File: config.mk
export PLATFORM = sky130hd
export DESIGN_NAME = coin_tally
export DESIGN_NICKNAME = d
export VERILOG_FILES = /design/src/rtl/coin_tally.sv
export SDC_FILE = /design/constraint.sdc
export NUM_CORES = 1
export LEC_CHECK = 0
export BUFFER_PORTS_ARGS = -buffer_cell sky130_fd_sc_hd__buf_4
export CORE_MARGIN = 4
export CORE_UTILIZATION = 54
export CTS_CLUSTER_DIAMETER = 100
export DETAILED_ROUTE_END_ITERATION = 12
export PLACE_DENSITY = 0.83
export SLEW_MARGIN = 20
export SYNTH_ARGS = -nofsm -noshare
export SYNTH_HDL_FRONTEND = slang
export SYNTH_SLANG_ARGS = --single-unit
File: constraint.sdc
create_clock -name clock -period 8.57 [get_ports clock]
set_clock_uncertainty 0.2 [all_clocks]
set_input_delay 0.4285 -clock clock [delete_from_list [all_inputs] [get_ports clock]]
set_output_delay 0.4285 -clock clock [all_outputs]
set_load 0.05 [all_outputs]
File: src/rtl/coin_tally.sv
// Coin tally: rising-edge detection on the four beam lines, a small coin-event FIFO,
// and saturating per-denomination counts plus a running cents total.
module coin_tally #(
  parameter int FIFO_DEPTH = 8,
  parameter int TOTAL_W    = 16,
  parameter int COUNT_W    = 8
) (
  input  logic                          clock,
  input  logic                          reset,
  input  logic                          beamBroken1,
  input  logic                          beamBroken2,
  input  logic                          beamBroken3,
  input  logic                          beamBroken4,
  input  logic                          pop,
  input  logic                          clearTotals,
  output logic                          coinValid,
  output logic [1:0]                    coinType,
  output logic [$clog2(FIFO_DEPTH):0]   fifoCount,
  output logic [TOTAL_W-1:0]            totalCents,
  output logic [COUNT_W-1:0]            pennyCount,
  output logic [COUNT_W-1:0]            nickelCount,
  output logic [COUNT_W-1:0]            dimeCount,
  output logic [COUNT_W-1:0]            quarterCount,
  output logic [31:0]                   acknowledgeBeam,
  output logic                          overflow
);
  localparam int AW = $clog2(FIFO_DEPTH);

  logic [3:0]         beam, prev, rise, drop, pending, pending_next, grant;
  logic [1:0]         grant_idx;
  logic               push, do_pop, full;
  logic [1:0]         mem [FIFO_DEPTH];
  logic [AW-1:0]      wr_ptr, rd_ptr;
  logic [AW:0]        count;
  logic [COUNT_W-1:0] coin_cnt  [4];
  logic [COUNT_W-1:0] cnt_base  [4];
  logic [COUNT_W-1:0] cnt_next  [4];
  logic [TOTAL_W-1:0] total, total_base, total_next;
  logic [TOTAL_W:0]   total_sum;
  logic [4:0]         coin_val;
  logic               ack, ovf;

  assign beam   = {beamBroken4, beamBroken3, beamBroken2, beamBroken1};
  assign rise   = beam & ~prev;
  // A rise on an already-pending denomination is lost; that is what overflow flags.
  assign drop   = rise & pending;
  assign full   = (count == (AW+1)'(FIFO_DEPTH));
  assign push   = (|pending) & ~full;
  assign do_pop = pop & (count != '0);

  always_comb begin
    grant_idx = 2'd3;
    if (pending[0])      grant_idx = 2'd0;
    else if (pending[1]) grant_idx = 2'd1;
    else if (pending[2]) grant_idx = 2'd2;

    grant = '0;
    if (push) grant[grant_idx] = 1'b1;
    pending_next = (pending & ~grant) | (rise & ~pending);

    coin_val = 5'd1;
    case (grant_idx)
      2'd0:    coin_val = 5'd1;
      2'd1:    coin_val = 5'd5;
      2'd2:    coin_val = 5'd10;
      default: coin_val = 5'd25;
    endcase

    // clearTotals coinciding with a push yields clear-then-add.
    total_base = clearTotals ? '0 : total;
    total_sum  = {1'b0, total_base} + (TOTAL_W+1)'(coin_val);
    total_next = total_base;
    if (push) total_next = total_sum[TOTAL_W] ? '1 : total_sum[TOTAL_W-1:0];

    for (int i = 0; i < 4; i++) begin
      cnt_base[i] = clearTotals ? '0 : coin_cnt[i];
      cnt_next[i] = cnt_base[i];
      if (grant[i] && (cnt_base[i] != '1)) cnt_next[i] = cnt_base[i] + 1'b1;
    end
  end

  always_ff @(posedge clock) begin
    if (reset) begin
      prev    <= '1;
      pending <= '0;
      wr_ptr  <= '0;
      rd_ptr  <= '0;
      count   <= '0;
      total   <= '0;
      ovf     <= 1'b0;
      ack     <= 1'b0;
      for (int i = 0; i < 4; i++) coin_cnt[i] <= '0;
    end else begin
      prev    <= beam;
      pending <= pending_next;
      ack     <= push;
      total   <= total_next;
      ovf     <= (ovf & ~clearTotals) | (|drop);
      if (push)   wr_ptr <= wr_ptr + 1'b1;
      if (do_pop) rd_ptr <= rd_ptr + 1'b1;
      if (push && !do_pop)      count <= count + 1'b1;
      else if (!push && do_pop) count <= count - 1'b1;
      for (int i = 0; i < 4; i++) coin_cnt[i] <= cnt_next[i];
    end
  end

  always_ff @(posedge clock) begin
    if (!reset && push) mem[wr_ptr] <= grant_idx;
  end

  assign coinValid       = (count != '0);
  assign coinType        = mem[rd_ptr];
  assign fifoCount       = count;
  assign totalCents      = total;
  assign pennyCount      = coin_cnt[0];
  assign nickelCount     = coin_cnt[1];
  assign dimeCount       = coin_cnt[2];
  assign quarterCount    = coin_cnt[3];
  assign acknowledgeBeam = {31'b0, ack};
  assign overflow        = ovf;

endmodule
# --- Word-level counts from Yosys, hierarchy flattened ---
# Memories as Yosys holds them, arrays and structs flattened. A register that Yosys moved wholly into a read port is not among the register bits.
# Cells that the tools add are included.
op_classes:
  n_bitwise: 18
  addsub: 9
  magnitude_cmp: 2
  eq_ne: 7
  shift: 0
  div_mod_pow: 0
  muxes: 31
  n_reduce_logical: 16
  n_mul: 0
ops:
  columns: ["op", "n"]
  rows:
  - ["$mux W8", 12]
  - ["$mux W16", 3]
  - ["$add A8 B1 Y8 const B", 4]
  - ["$ne A8 B8 Y1 const B", 4]
  - ["$add A16 B5 Y17", 1]
  - ["$and A4 B4 Y4", 4]
  - ["$pmux W5 S3", 1]
  - ["$mux W4", 3]
  - ["$not A4 Y4", 3]
  - ["$logic_and A1 B1 Y1", 8]
  - ["$reduce_or A4 Y1", 2]
  - ["$mux W1", 7]
  - ["$add A3 B1 Y3 const B", 2]
  - ["$mux W3", 2]
  - ["$or A1 B1 Y1", 5]
  - ["$add A4 B1 Y4 const B", 1]
  - ["$eq A4 B4 Y1 const B", 1]
  - ["$mux W2", 2]
  - ["$or A4 B4 Y4", 1]
  - ["$reduce_bool A4 Y1", 1]
  - ["$sub A4 B1 Y4 const B", 1]
  - ["$and A1 B1 Y1", 3]
  - ["$logic_not A1 Y1", 3]
  - ["$lt A2 B3 Y1 const B", 1]
  - ["other kinds (7)", 8]
word_totals:
  out_inout_bits: 88
  rom_bits: 0
  memories: 2
  mem_bits_rw: 48
  register_bits: 36
  elab_cells: 93
  latch_bits: 0
mem_list:
  columns: ["name", "depth", "width", "rd", "rd_clocked_by_memory_dff", "write_ports", "line", "source"]
  rows:
  - ["coin_cnt", 4, 8, 4, 0, 4, "35", "logic [COUNT_W-1:0] coin_cnt [4];"]
  - ["mem", 8, 2, 1, 1, 1, "32", "logic [1:0] mem [FIFO_DEPTH];"]

# --- Depth between registers and ports, before layout ---
# Gate-level depths: netlist of the first run.
logic_depth:
  word_depth: 11
  ltp_mapped: 14
  mapped_depth_nobuf: 11

# --- Worst setup path after synthesis of the first run ---
# OpenSTA, ideal clock, no wires.
synth_path:
  path_kind: "reg-to-reg"
  start: "register count[3] (netlist: fifoCount[3])"
  end: "register count[3] (netlist: fifoCount[3])"
  path_slack_ns: 5.285
  path_stages_with_launch: 14
  arrival_time_ns: 3.015
  path_cell_list: "dfxtp_1 -> nor4b_2 -> or2_1 -> buf_2 -> clkinv_2 -> clkbuf_1 -> ha_1 -> inv_1 -> ha_1 -> a21o_1 -> a21oi_1 -> xnor2_1 -> or3_1 -> a21oi_1"
synth_between:
  elab_chain_cells: 6
  word_cells_on_any_way: 14
  cone_classes: "add/sub: 2; eq/ne: 1; mux: 2; bitwise: 3; reduce/logical: 6"
synth_lines:
  columns: ["item", "line", "source"]
  rows:
  - ["start: declaration", "34", "logic [AW:0] count;"]
  - ["start signal: assignment", "101", "if (push && !do_pop) count <= count + 1'b1;"]
  - ["start signal: assignment", "102", "else if (!push && do_pop) count <= count - 1'b1;"]
  - ["$eq A4 B4 Y1 (*)", "47", "assign full = (count == (AW+1)'(FIFO_DEPTH));"]
  - ["$not A1 Y1 (*)", "48", "assign push = (|pending) & ~full;"]
  - ["$and A1 B1 Y1 (*)", "48", null]
  - ["via push", "31", "logic push, do_pop, full;"]
  - ["$logic_not A1 Y1", "102", null]
  - ["$logic_and A1 B1 Y1", "102", null]
  - ["$reduce_bool A2 Y1 (no source line)", null, null]
# Mark *: on every way through the listed nets, which the timed path passes. The rest lies on a longest branch. The select of a mux whose other input is x is not followed.
# A chain may end at the register's enable or synchronous reset.

# --- Worst setup path in the final report of the first run ---
layout_path:
  start: "register count[0] (netlist: fifoCount[0])"
  end: "register count[3] (netlist: fifoCount[3])"
layout_between:
  elab_chain_cells: 6
  word_cells_on_any_way: 14
  cone_classes: "add/sub: 2; eq/ne: 1; mux: 2; bitwise: 3; reduce/logical: 6"
layout_lines:
  columns: ["item"]
  rows:
  - ["branches (longest 6 deep; another with $sub A4 B1 Y4)"]
# Parallel ways; which one is timed is not known. The select of a mux whose other input is x is not followed.

==> key figures, run 1 <==
Die
  • Starting Density: 55.4%
  • Die area: about 10000 um2
  • Ports: between 90 and 100
  • Cell Rows: 33
  • Die X-Extent: 99.6 um
  • Core Region: between 8000 and 9000 um2
  • Die height: approximately 100 um

Timing
  • RSZ-0062 raised after global routing: false
  • Total negative slack: 0 ps
  • Final Max Slew Viols: 0
  • Final period util: slightly below 40%
  • F_max: 0.302 GHz
  • Post-route minimum period: roughly 3300 ps
  • Worst slew pin tran: between 700 and 800 ps
  • Final setup vio count: 0
  • Final hold viol count: 0
  • Relative slew slack: 50.4%

Clock tree
  • CTS tree: built
  • H-tree depth: 3
  • Cts hold-fix bufs: 0
  • CTS clk-pin slew, worst paths: 90 ps
  • Root Driver: clkbuf_8
  • Clk_lat worst skew: 350 ps
  • Clock buffer depth: 2
  • Postcts setup bufs: 0
  • CTS Sinks: between 80 and 90
  • CTS buffer count: 9
  • CTS resizes: 0

Min path
  • Worst min path class: in2reg

Detailed routing
  • Routed len/inst: around 15 um
  • Total Wirelength: 9770 um
  • DRC viols: 0
  • Pre-Repair DR Iteration Count: 5
  • Vias per cell: 5.56
  • Vias: 3633
  • Iteration-0 DRC Markers: 251
  • Post-DRT Antenna Nets: 0

Yosys
  • Dominant cells by area after synthesis: dfxtp_1, edfxtp_1, buf_4
  • Syn Inst Count: 490
  • EDFF count, synth: 16
  • Asr flop ratio synth: 0%
  • Synth Warn #: 0
  • Cell area after synthesis: approximately 4500 um2
  • Avg Cell Area, Syn: between 9 and 10 um2
  • #FFs+latches synth: 87
  • Post-synthesis sequential area ratio: between 40 and 50%
  • Most frequent cell after synthesis: dfxtp_1
  • Synth top area share: about a third
  • Synth unique cells: 57
  • Top FF cell, synth: dfxtp_1
  • Post-synth top cells: dfxtp_1, nor2_1, nand2_1
  • Synth area leader: dfxtp_1

Worst setup path
  • R2R Setup Slk: between 5000 and 6000 ps
  • Slowest stage delay, CP: around 540 ps
  • Crit path cell chain: nor4b_2 > or2_1 > clkinv_2 > ha_1 > inv_1 > ha_1 > a21o_1 > a21oi_1 > xnor2_1 > or3_1 > a21oi_1
  • Crit path required time: ~8700 ps
  • Startpoint Class: register
  • Critical-path maximum fanout: 12
  • Critical path data arrival time: 3400 ps
  • WS Path Type: reg2reg
  • Endpoint class of the critical path: register
  • CP max-delay cell: nor4b_2

Final layout
  • Area growth, synth to finish: 14.0%
  • Fill cells: between 600 and 700
  • Number of inserted diodes: 0
  • Fin nets: 568
  • Share of cells above drive strength 1: a little under a fifth
  • Fin cells: 654
  • Finished Cell Area: 5160 um2

Placement
  • DP Area: 4930 um2
  • DPL Wire Length: roughly 7000 um
  • DP Cell Count: around 640
  • GPL Wtd Cong: between 0.8 and 0.9
  • Port bufs: 64

Power
  • NetSw: 0.368 mW
  • Peak supply drop: roughly 0.1 mV
  • Internal power: approximately 0.73 mW
  • Comb power frac: 27.0%
  • Clock group share of total power: between 20% and 30%
  • Pwr dens: about 210 nW/um2
  • Power Total: between 1 and 1.5 mW
  • Seq pwr share: ~43%
  • Pleak: roughly 2.0 nW
  • Sw Ratio: 33.6%

Global routing
  • First-pass GRT wire length: approximately 16000 um
  • Global route overflow: 0
  • Vias in the first global route: roughly 3600
  • Largest net degree at the start of global routing: 52
  • Global-route usage over all layers: a little over 20%
  • Antenna violations before repair: 0

Run status
  • Run status: complete, no violations

Run
  • Max_cap viols: 0
[metal layers]
layer	global-route usage, %	part of all wire (%)	vias up	wire length [um]
li1	-	-	1769	-
met1	26.2	43	1726	4230
met2	33.2	50	124	4840
met3	4.00	5.6	14	544
met4	8.72	1.6	0	160
met5	0	0	-	0
[cell families (layout without fill, tap and decap cells)]
kind of cell | Yosys count | after routing | synth area share, %
simple gates | 210 | 210 | 25.3
flops | 87 | 87 | 42.0
compound gates | 70 | 70 | 9.87
buf+inv | 64 | 93 | 8.40
xor+xnor | 31 | 31 | 6.00
fa+ha+maj | 16 | 16 | 4.75
mux | 11 | 11 | 3.62
other cells | 1 | 31 | 0.0828
[power by group through the flow]
stage	logic (mW)	registers, mW	clock network, mW
after global placement	0.287	0.480	0
after detailed placement	0.297	0.483	0
after global routing	0.321	0.478	0.351
after floorplan	0.209	0.513	0
final	0.297	0.474	0.328
after CTS	0.298	0.474	0.333
[path summary, 6_finish.rpt]
kind / startpoint / endpoint / cells after the start
worst max-delay path: fifoCount[0] / fifoCount[3] / 11
worst min-delay path: beamBroken1 / prev[0] / 2
worst max register to register: fifoCount[0] / fifoCount[3] / 11
worst min register to register: rd_ptr[1] / register / 2
[critical path, delay by kind of cell (launching register included)]
kind / cells / cell delay (ps)
compound gates: 3 / 490
simple gates: 3 / 1190
buf+inv: 2 / 360
fa+ha+maj: 2 / 520
flops: 1 / 400
xor+xnor: 1 / 80
[layout by cell type, fill, tap and decap left out, types with 6 or more instances in the layout]
master / count
nor2_1: 47
buf_4: 64
clkbuf_8: 12
edfxtp_1: 16
nor2b_1: 25
nand4_1: 8
dfxtp_1: 71
o21ai_0: 20
xnor2_1: 21
nor4_1: 7
nor3_1: 10
a21oi_1: 28
nand3_1: 22
inv_1: 12
nand2_1: 36
xor2_1: 10
conb_1: 31
or3_1: 8
and3_1: 6
ha_1: 14
[area by class of cell]
class | instances | area (um2) | share of cell area (%)
clock buffer | 13 | 169 | 3.27
inverter | 13 | 50.0 | 0.969
sequential | 87 | 1900 | 36.8
clock inverter | 3 | 65.1 | 1.26
tap | 105 | 131 | 2.54
multi-input combinational | 369 | 2360 | 45.8
timing repair buffer | 64 | 480 | 9.31
[flip-flops by register name (all words and copies together) (netlist names), 3 cells and up, named ones only]
name        count
totalCents     16
mem            16
wr_ptr          3
coin_cnt       32
fifoCount       4
pending         4
prev            4
rd_ptr          3
[stage by stage]
step / utilization [%] / hold WS, ps / setup slack [ps]
floorplan: - / 254 / 5280
global placement: 60.2 / 268 / 5440
detailed placement: 60.3 / 283 / 5270
CTS: 63.1 / 57.2 / 5260
global route: 63.1 / 61.2 / 5000
finish: 63.1 / 72.3 / 5260
No activity file was read; power rests on OpenSTA's default activity.
==> run 2: changes to the inputs <==
CORE_UTILIZATION = 50   (was 54)
PLACE_DENSITY = 0.81   (was 0.83)
clock period = 3 ns   (was 8.57 ns; I/O delays follow)
==> key figures, run 2 (same netlist as run 1, synthesis figures left out) <==
Final layout
  • Fill cells: 741 (+7.2%)
  • Biggest register: coin_cnt
  • Area growth, synth to finish: 16.2%
  • Fin nets: 580 (+2.1%)
  • Max FFs per register: 32 (unchanged)
  • Most frequent cells in the layout: buf_4, dfxtp_1, nor2_1
  • Finished Cell Area: 5260 um2 (+1.9%)
  • Fin cells: 669 (+2.3%)
  • Multi-input logic area: 2370 um2 (+0.21%)
  • Number of inserted diodes: 0 (unchanged)
  • Share of cells above drive strength 1: 19.6% (+1.6 points)
  • Commonest non-fill, non-tap cell in the layout: buf_4
  • Register area: 1910 um2 (+0.66%)

Placement
  • GPL Wtd Cong: 0.890 (-0.97%)
  • Port bufs: 64 (unchanged)
  • DP Cell Count: 648 (+1.6%)
  • DPL Wire Length: 7240 um (+2.9%)
  • DP Area: 5000 um2 (+1.5%)
  • DP Worst Slack: 218 ps (-5050 ps)

Die
  • Die X-Extent: 103 um (+3.6%)
  • Die area: 10600 um2 (+7.3%)
  • Starting Density: 51.7% (-3.7 points)
  • Die height: 103 um (+3.6%)
  • Core Region: 8760 um2 (+7.2%)
  • Cell Rows: 34 (+3.0%)
  • Ports: 96 (unchanged)

Power
  • Pwr dens: 587 nW/um2 (+180%)
  • Power Total: 3.09 mW (+180%)
  • NetSw: 1.07 mW (+190%)
  • Clock group share of total power: 27.3% (-2.6 points)
  • Pleak: 2.06 nW (+2.1%)
  • Seq pwr share: 44.2% (+1.1 points)
  • Sw Ratio: 34.7% (+1.1 points)
  • Comb power frac: 28.5% (+1.5 points)
  • Peak supply drop: 0.287 mV (+190%)
  • Internal power: 2.02 mW (+180%)

Detailed routing
  • Post-DRT Antenna Nets: 0 (unchanged)
  • Routed len/inst: 14.9 um (-0.51%)
  • Total Wirelength: 9950 um (+1.8%)
  • Iteration-0 DRC Markers: 289 (+15%)
  • Vias: 3670 (+1.0%)
  • Pre-Repair DR Iteration Count: 7 (+2)
  • DRC viols: 0 (unchanged)
  • Vias per cell: 5.49 (-1.2%)

Global routing
  • Global-route usage over all layers: 19.4% (-0.88 points)
  • Vias in the first global route: 3454 (-3.3%)
  • Antenna violations before repair: 0 (unchanged)
  • Largest net degree at the start of global routing: 52 (unchanged)
  • First-pass GRT wire length: 16400 um (-0.42%)
  • Global route overflow: 0 (unchanged)

Worst setup path
  • Critical path data arrival time: 2910 ps (-490 ps)
  • Crit path required time: 3080 ps (-5580 ps)
  • WS Path Type: reg2reg
  • Endpoint class of the critical path: register
  • Startpoint Class: register
  • Critical-path maximum fanout: 7 (-5)

Timing
  • Final setup vio count: 0 (unchanged)
  • Post-route minimum period: 2830 ps (-485 ps)
  • Final hold viol count: 0 (unchanged)
  • Total negative slack: 0 ps (unchanged)
  • Relative slew slack: 55.7% (+5.3 points)
  • Final period util: 94.3% (+56 points)
  • Final Max Slew Viols: 0 (unchanged)
  • RSZ-0062 raised after global routing: false
  • Final worst slack: 172 ps (-5080 ps)
  • Worst slew pin tran: 664 ps (-78.8 ps)
  • F_max: 0.354 GHz (+17%)

Clock tree
  • Postcts setup bufs: 0 (unchanged)
  • CTS tree: built
  • Clk_lat worst skew: 360 ps (about the same)
  • CTS Sinks: 87 (unchanged)
  • Clock buffer depth: 2 (unchanged)
  • CTS buffer count: 9 (unchanged)
  • H-tree depth: 3 (unchanged)
  • Root Driver: clkbuf_8
  • CTS clk-pin slew, worst paths: 90 ps (about the same)

Run status
  • Run status: complete, no violations

Run
  • Max_cap viols: 0 (unchanged)

Min path
  • Worst min path class: in2reg
## run 2: worst paths after layout
check	cells after the start	to	from	slack, ps
max	10	fifoCount[3]	fifoCount[0]	170
min	4	totalCents[3]	clearTotals	40
max reg2reg	10	fifoCount[3]	fifoCount[0]	170
min reg2reg	2	register	rd_ptr[1]	310
## run 2: worst max-delay path: stages, from the launching register on
cell and delay (ps):
dfxtp_4 390, or4_4 540, nand2_1 150, ha_1 210, inv_1 100, ha_1 280
a21o_1 180, a21oi_1 180, xnor2_1 90, or3_1 300, a21oi_1 130
## run 2: metrics by stage
step	hold slack, ps	util, %
5_1_grt	62.7	60.0
2_1_floorplan	52.6	-
3_3_place_gp	146	57.1
4_1_cts	30.0	60.0
6_report	41.6	60.0
3_5_place_dp	148	57.1
## run 2: area by class of cell
cell class,instances,area share (%)
repair buffers,76,11.1
inverters,13,0.952
well taps,108,2.57
clock inverters,5,1.02
clock buffers,11,2.90
flip-flops and latches,87,36.4
multi-input cells,369,45.1
## run 2: metal layers
layer  wire length (um)  GRT usage, %  part of all wire [%]  up-vias
li1                   -             -                     -     1793
met1               4360          25.4                    44     1737
met2               4750          32.1                    48      124
met3                693          3.99                   7.0       16
met4                147          6.67                   1.5        0
met5                  0             0                     0        -
## run 2: power by group through the flow
stage          registers [mW]  clock network, mW  logic (mW)
3_5_place_dp             1.39                  0       0.874
6_report                 1.36              0.841       0.881
3_3_place_gp             1.38                  0       0.849
4_1_cts                  1.37              0.861       0.883
5_1_grt                  1.38              0.909       0.945
2_1_floorplan            1.48                  0       0.608
## run 2: repair_timing
| item | in CTS | in global routing |
|---|---|---|
| hold endpoints to repair | 9 | 0 |
| resized for setup | 0 | 0 |
| hold buffers | 5 | 0 |
